$ cat src/rtl/rpn_pkg.sv
// Shared RPN calculator definitions: opcodes, error codes and sequencer state encoding.
// Used by the token decoder, ALU, printer and rpn_exec_sequencer.
package rpn_pkg;

  localparam logic [3:0] OP_ADD     = 4'd0;
  localparam logic [3:0] OP_SUB     = 4'd1;
  localparam logic [3:0] OP_MUL     = 4'd2;
  localparam logic [3:0] OP_DIV     = 4'd3;
  localparam logic [3:0] OP_POP     = 4'd4;
  localparam logic [3:0] OP_UNKNOWN = 4'hf;

  localparam logic [2:0] ERR_NONE      = 3'd0;
  localparam logic [2:0] ERR_UNDERFLOW = 3'd1;
  localparam logic [2:0] ERR_OVERFLOW  = 3'd2;
  localparam logic [2:0] ERR_DIV0      = 3'd3;
  localparam logic [2:0] ERR_BADOP     = 3'd4;

  typedef enum logic [3:0] {
    ST_IDLE  = 4'd0,
    ST_PUSH  = 4'd1,
    ST_POP_B = 4'd2,
    ST_POP_A = 4'd3,
    ST_EXEC  = 4'd4,
    ST_WAIT  = 4'd5,
    ST_WB    = 4'd6,
    ST_PRINT = 4'd7,
    ST_ERR   = 4'd8
  } seq_state_e;

endpackage

$ cat src/rtl/rpn_exec_sequencer.sv
// Token sequencer: drives the external operand stack, the multi-cycle ALU and the answer printer.
// Build option RPN_AUTO_PRINT_EN: every ALU result is also sent to the printer after write-back.
module rpn_exec_sequencer
  import rpn_pkg::*;
#(
  parameter int WIDTH   = 16,
  parameter int DEPTH   = 8,
  parameter int DEPTH_W = $clog2(DEPTH + 1)
) (
  input  logic               clk,
  input  logic               rst,
  input  logic               tok_valid,
  output logic               tok_ready,
  input  logic               tok_is_num,
  input  logic [WIDTH-1:0]   tok_num,
  input  logic [3:0]         tok_op,
  input  logic [WIDTH-1:0]   stk_top,
  input  logic [DEPTH_W-1:0] stk_depth,
  output logic               stk_push,
  output logic [WIDTH-1:0]   stk_wdata,
  output logic               stk_pop,
  output logic               alu_start,
  output logic [1:0]         alu_op,
  output logic [WIDTH-1:0]   alu_a,
  output logic [WIDTH-1:0]   alu_b,
  input  logic               alu_done,
  input  logic [WIDTH-1:0]   alu_result,
  input  logic               alu_err,
  output logic               ans_valid,
  output logic [WIDTH-1:0]   ans_data,
  input  logic               ans_ready,
  output logic               err_valid,
  output logic [2:0]         err_code
);

  seq_state_e       state_q;
  logic [3:0]       op_q;
  logic [WIDTH-1:0] b_q;
  logic             tok_ready_q, stk_push_q, stk_pop_q, alu_start_q, ans_valid_q, err_valid_q;
  logic [WIDTH-1:0] stk_wdata_q, alu_a_q, alu_b_q, ans_data_q;
  logic [1:0]       alu_op_q;
  logic [2:0]       err_code_q;

  logic stk_full, stk_has1, stk_has2;
  assign stk_full = (stk_depth >= DEPTH_W'(DEPTH));
  assign stk_has1 = (stk_depth != '0);
  assign stk_has2 = (stk_depth >= DEPTH_W'(2));

  always_ff @(posedge clk) begin
    if (rst) begin
      state_q     <= ST_IDLE;
      op_q        <= '0;
      b_q         <= '0;
      tok_ready_q <= 1'b1;
      stk_push_q  <= 1'b0;
      stk_pop_q   <= 1'b0;
      alu_start_q <= 1'b0;
      ans_valid_q <= 1'b0;
      err_valid_q <= 1'b0;
      stk_wdata_q <= '0;
      alu_a_q     <= '0;
      alu_b_q     <= '0;
      ans_data_q  <= '0;
      alu_op_q    <= '0;
      err_code_q  <= ERR_NONE;
    end else begin
      // Pulses last one cycle unless the state below re-asserts them.
      stk_push_q  <= 1'b0;
      stk_pop_q   <= 1'b0;
      alu_start_q <= 1'b0;
      err_valid_q <= 1'b0;
      err_code_q  <= ERR_NONE;
      case (state_q)
        ST_IDLE: begin
          if (tok_valid) begin
            tok_ready_q <= 1'b0;
            op_q        <= tok_op;
            if (tok_is_num) begin
              if (stk_full) begin
                state_q     <= ST_ERR;
                err_valid_q <= 1'b1;
                err_code_q  <= ERR_OVERFLOW;
              end else begin
                state_q     <= ST_PUSH;
                stk_push_q  <= 1'b1;
                stk_wdata_q <= tok_num;
              end
            end else begin
              case (tok_op)
                OP_ADD, OP_SUB, OP_MUL, OP_DIV, OP_POP: begin
                  if ((tok_op == OP_POP) ? !stk_has1 : !stk_has2) begin
                    state_q     <= ST_ERR;
                    err_valid_q <= 1'b1;
                    err_code_q  <= ERR_UNDERFLOW;
                  end else begin
                    state_q   <= ST_POP_B;
                    stk_pop_q <= 1'b1;
                  end
                end
                default: begin
                  state_q     <= ST_ERR;
                  err_valid_q <= 1'b1;
                  err_code_q  <= ERR_BADOP;
                end
              endcase
            end
          end
        end
        ST_POP_B: begin
          b_q <= stk_top;
          if (op_q == OP_POP) begin
            state_q     <= ST_PRINT;
            ans_valid_q <= 1'b1;
            ans_data_q  <= stk_top;
          end else begin
            state_q   <= ST_POP_A;
            stk_pop_q <= 1'b1;
          end
        end
        ST_POP_A: begin
          // stk_top already reflects the first pop, so it is now operand a.
          state_q     <= ST_EXEC;
          alu_start_q <= 1'b1;
          alu_op_q    <= op_q[1:0];
          alu_a_q     <= stk_top;
          alu_b_q     <= b_q;
        end
        ST_EXEC: state_q <= ST_WAIT;
        ST_WAIT: begin
          if (alu_done) begin
            if (alu_err) begin
              state_q     <= ST_ERR;
              err_valid_q <= 1'b1;
              err_code_q  <= ERR_DIV0;
            end else begin
              state_q     <= ST_WB;
              stk_push_q  <= 1'b1;
              stk_wdata_q <= alu_result;
            end
          end
        end
        ST_WB: begin
`ifdef RPN_AUTO_PRINT_EN
          state_q     <= ST_PRINT;
          ans_valid_q <= 1'b1;
          ans_data_q  <= stk_wdata_q;
`else
          state_q     <= ST_IDLE;
          tok_ready_q <= 1'b1;
`endif
        end
        ST_PRINT: begin
          if (ans_ready) begin
            state_q     <= ST_IDLE;
            ans_valid_q <= 1'b0;
            tok_ready_q <= 1'b1;
          end
        end
        default: begin
          state_q     <= ST_IDLE;
          tok_ready_q <= 1'b1;
        end
      endcase
    end
  end

  assign tok_ready = tok_ready_q;
  assign stk_push  = stk_push_q;
  assign stk_wdata = stk_wdata_q;
  assign stk_pop   = stk_pop_q;
  assign alu_start = alu_start_q;
  assign alu_op    = alu_op_q;
  assign alu_a     = alu_a_q;
  assign alu_b     = alu_b_q;
  assign ans_valid = ans_valid_q;
  assign ans_data  = ans_data_q;
  assign err_valid = err_valid_q;
  assign err_code  = err_code_q;

endmodule
$ cat config.mk
export PLATFORM = sky130hd
export DESIGN_NAME = rpn_exec_sequencer
export DESIGN_NICKNAME = d
export VERILOG_FILES = /design/src/rtl/rpn_pkg.sv /design/src/rtl/rpn_exec_sequencer.sv
export SDC_FILE = /design/constraint.sdc
export NUM_CORES = 1
export LEC_CHECK = 0
export CAP_MARGIN = 20
export CORE_UTILIZATION = 48
export DETAILED_ROUTE_END_ITERATION = 10
export GPL_TIMING_DRIVEN = 0
export PLACE_DENSITY = 0.81
export SYNTH_ARGS = -nofsm -noshare
export SYNTH_HDL_FRONTEND = slang
export SYNTH_SLANG_ARGS = --single-unit
$ cat constraint.sdc
create_clock -name clk -period 4.36 [get_ports clk]
set_input_delay 0.654 -clock clk [delete_from_list [all_inputs] [get_ports clk]]
set_output_delay 0.654 -clock clk [all_outputs]
set_load 0.005 [all_outputs]
==> results.txt <==
----------------------------------------------------
[Synthesis]
  Warnings, synthesis ... 0
  Yosys top cell area share ... 50.3%
  Cell type with the highest aggregate area in the netlist ... sky130_fd_sc_hd__dfxtp_1
  Predominant post-synthesis flop cell ... sky130_fd_sc_hd__dfxtp_1
  Number of enable flip-flop cells after synthesis ... 0
  Number of unique standard cell types used by synthesis ... 50
  Top cells by instance count after synthesis ... sky130_fd_sc_hd__nand2_1 (143), sky130_fd_sc_hd__dfxtp_1 (99), sky130_fd_sc_hd__a21oi_1 (92), sky130_fd_sc_hd__clkbuf_1 (22), sky130_fd_sc_hd__mux2i_1 (16)
  Avg Inst Size Synth ... 8.34 sq um
  Flop and latch count out of synthesis ... 99
  Sequential area share after synthesis ... 50.3%
  Cell types occupying the most area after synthesis ... sky130_fd_sc_hd__dfxtp_1 (50%), sky130_fd_sc_hd__nand2_1 (14%), sky130_fd_sc_hd__a21oi_1 (12%), sky130_fd_sc_hd__mux2i_1 (4.1%), sky130_fd_sc_hd__a211oi_1 (2.5%)
  Post-synth ARST share ... 0%
  Net count of the mapped netlist ... 536
  Cell with the most instances after synthesis ... sky130_fd_sc_hd__nand2_1
  Post-Syn Instances ... 473
  Cell area after synthesis ... 3940 sq um

[Detailed routing]
  Total iterations of the first detailed-routing run ... 5
  Routed WL per cell ... 14.9 um
  Via count normalized by instance count ... 5.39
  Count of antenna-violating nets left after detailed routing ... 0
  Total via count after detailed routing ... 3920
  Starting DRC count in detailed routing ... 222
  Remaining DRCs ... 0
  Wire length reported by the detailed router ... 10.8 mm

[CTS]
  Clock latency of the later-clocked register in the worst-skew pair ... 360 ps
  Post-CTS setup buffer count ... 0
  Total number of H-tree levels ... 3
  CTS tree ... built
  Clock buffer depth ... 2
  Number of CTS-inserted buffers ... 9
  Clock root buffer master ... sky130_fd_sc_hd__clkbuf_8
  Sinks on the clock net ... 99
  Post-CTS Hold Buffers ... 0
  Number of instances resized during post-cts repair ... 0
  Clock slew at the register clock pins of the worst setup and hold paths ... 110 ps

[Critical path]
  Launch instance of the worst register-to-register path ... state_q[3]
  Slack of the worst reg-to-reg path ... 2100 ps
  End of the worst register-to-register path ... ans_data[12]
  CP startpoint kind ... primary input
  Crit path max fanout ... 10
  Type of element capturing the critical path ... flop
  Largest incremental delay on the critical path ... 550 ps
  Crit-path slowest cell ... sky130_fd_sc_hd__clkdlybuf4s50_1
  CP required ... 4630 ps
  Crit path max-delay family ... buffers and inverters
  Launching instance or port of the critical path ... alu_done
  Buffers and inverters on the worst path ... 2
  Critical path class ... primary input to flop
  Cell-by-cell listing of the critical path ... clkdlybuf4s50_1, and3b_1, o21ai_1, buf_2, a21oi_1, a211oi_1
  Critical path arrival ... 2610 ps
  R2r worst-path depth ... 6

[Final layout]
  Total of fill cells in the finished design ... 647
  Synth-to-layout area growth ... 43.0%
  Final instance area ... 5640 sq um
  Fin cells ... 727
  Share of final-layout standard cells stronger than drive strength 1 ... 6.40%
  Number of inserted diodes ... 0
  Final #Nets ... 683

[Global routing]
  Wire length of the first global-routing pass ... 17.6 mm
  Maximum number of pins on one net before global-route repair ... 19
  Vias in the first global route ... 3766
  Gr usage total ... 25.9%
  Initial antenna violation count ... 0
  Remaining global-route overflow ... 0

[Power and ir drop]
  Leakage power ... 0.00196 uW
  Pwr/cell area ... 317 nW/um^2
  P_sw ... 457 uW
  Power share of the clock group ... 33.8%
  Part of the total power dissipated in combinational logic ... 13.5%
  Sw frac ... 25.6%
  Internal power ... 1330 uW
  Worst ir drop on vdd ... 216 uV
  Share of total power in sequential cells ... 52.7%

[Min path]
  Min-Delay Startpoint ... alu_b[9]
  Endpoint of the worst hold path ... alu_b[9]
  Worst hold path depth ... 2
  Min-delay worst type ... flop to flop

[Timing]
  Setup TNS Final ... 0 ps
  Fmax ... 0.427 GHz
  Slew at the pin with the worst max-slew slack ... 782 ps
  Time the final worst path needs with I/O delays and setup ... 2340 ps
  RSZ-0062 raised after global routing ... false
  Clock Skew ... 13.6 ps
  Relative slew slack ... 47.5%
  Final max-slew violation count ... 0
  Final worst path period share ... 53.7%
  Final Hold Fails ... 0
  Final setup violating endpoints ... 0

[Floorplanning]
  Core region area ... 7850 sq um
  IO Pins ... 138
  Vertical die dimension ... 92.6 um
  Number of placement rows ... 32
  Area of the die ... 8580 sq um
  Initial Util ... 50.3%
  Die outline width ... 92.6 um

[Place]
  Dpl cell area ... 5430 sq um
  Gpl congestion ... 0.934
  Number of input and output port buffers inserted ... 136
  Final HPWL from detailed placement ... 8.25 mm
  Cell Count Post-Placement ... 711

[Run status]
  Run status ... finished clean

[Flow run]
  Count of maximum capacitance violations ... 0

----------------------------------------------------
## worst min-delay path: stages (launching register included)
cell	delay, ps
sky130_fd_sc_hd__dfxtp_1	320
sky130_fd_sc_hd__nand2_1	50
sky130_fd_sc_hd__a21oi_1	50
## state kept, by name, indices dropped and copies added, names as in the netlist, 2 cells and up
signal     flops
alu_a         16
alu_b         16
ans_data      16
b_q           16
stk_wdata     16
op_q           4
state_q        4
err_code       3
alu_op         2
## cell usage in the layout, fill, tap and decap left out, types with 2 or more instances in the layout
cell type	instances
sky130_fd_sc_hd__nand3_1	6
sky130_fd_sc_hd__a21oi_1	92
sky130_fd_sc_hd__nand2_1	143
sky130_fd_sc_hd__buf_1	4
sky130_fd_sc_hd__o21ai_0	6
sky130_fd_sc_hd__nor3_1	4
sky130_fd_sc_hd__mux2i_1	16
sky130_fd_sc_hd__o21a_1	2
sky130_fd_sc_hd__or4_1	2
sky130_fd_sc_hd__nand4_1	2
sky130_fd_sc_hd__inv_6	3
sky130_fd_sc_hd__a211oi_2	4
sky130_fd_sc_hd__a211oi_1	13
sky130_fd_sc_hd__buf_6	3
sky130_fd_sc_hd__buf_2	8
sky130_fd_sc_hd__dfxtp_1	99
sky130_fd_sc_hd__nor3b_1	2
sky130_fd_sc_hd__o21bai_1	2
sky130_fd_sc_hd__inv_1	2
sky130_fd_sc_hd__clkdlybuf4s50_1	136
sky130_fd_sc_hd__clkbuf_8	9
sky130_fd_sc_hd__and3_1	2
sky130_fd_sc_hd__nand2b_1	3
sky130_fd_sc_hd__nor2_1	8
sky130_fd_sc_hd__clkinv_4	2
sky130_fd_sc_hd__clkbuf_1	22
## cells by family after synthesis
family	share of synthesized area, %
and+or+nand+nor	20.6
AOI/OAI and AO/OA	20.0
DFF	50.3
buffers and inverters	5.04
muxes	4.06
## metal layers
metal	routed length [um]	up-vias	share of wire [%]	track usage, %
li1	-	1919	-	-
met1	4620	1836	43	32.1
met2	5250	148	49	44.3
met3	762	17	7.0	5.09
met4	198	0	1.8	10.3
met5	0	-	0	0
## power groups by stage
stage / registers [uW] / logic (uW) / clock network, uW
5_1_grt: 945 / 261 / 646
3_3_place_gp: 962 / 234 / 0
4_1_cts: 942 / 240 / 617
6_report: 942 / 241 / 603
2_1_floorplan: 962 / 110 / 0
3_5_place_dp: 963 / 239 / 0
## worst max-delay path by stage
stage,end,slack (ps),cells after the start
2_1_floorplan,stk_wdata[2],2450,8
3_3_place_gp,stk_wdata[8],1710,7
3_5_place_dp,stk_wdata[8],1650,6
4_1_cts,stk_wdata[8],2050,6
5_1_grt,stk_wdata[6],1880,6
6_report,stk_wdata[8],2020,6
## layout make-up
type | count | area, sq um | area share (%)
multi-input combinational | 334 | 1760 | 31.3
clock inverter | 7 | 81.3 | 1.44
tap | 102 | 128 | 2.26
buffer | 38 | 191 | 3.40
inverter | 2 | 7.51 | 0.133
sequential | 99 | 1980 | 35.2
timing repair buffer | 136 | 1360 | 24.1
clock buffer | 9 | 124 | 2.20
## through the flow
step / hold WS, ps / util [%] / total power (uW) / worst slack (ps)
after global routing: 476 / 71.8 / 1850 / 1880
after detailed placement: 446 / 69.2 / 1200 / 1650
after floorplan: 432 / - / 1070 / 2450
final: 459 / 71.8 / 1790 / 2020
after global placement: 440 / 69.2 / 1200 / 1710
after CTS: 459 / 71.8 / 1800 / 2050
Power figures use the tool's default switching activity.
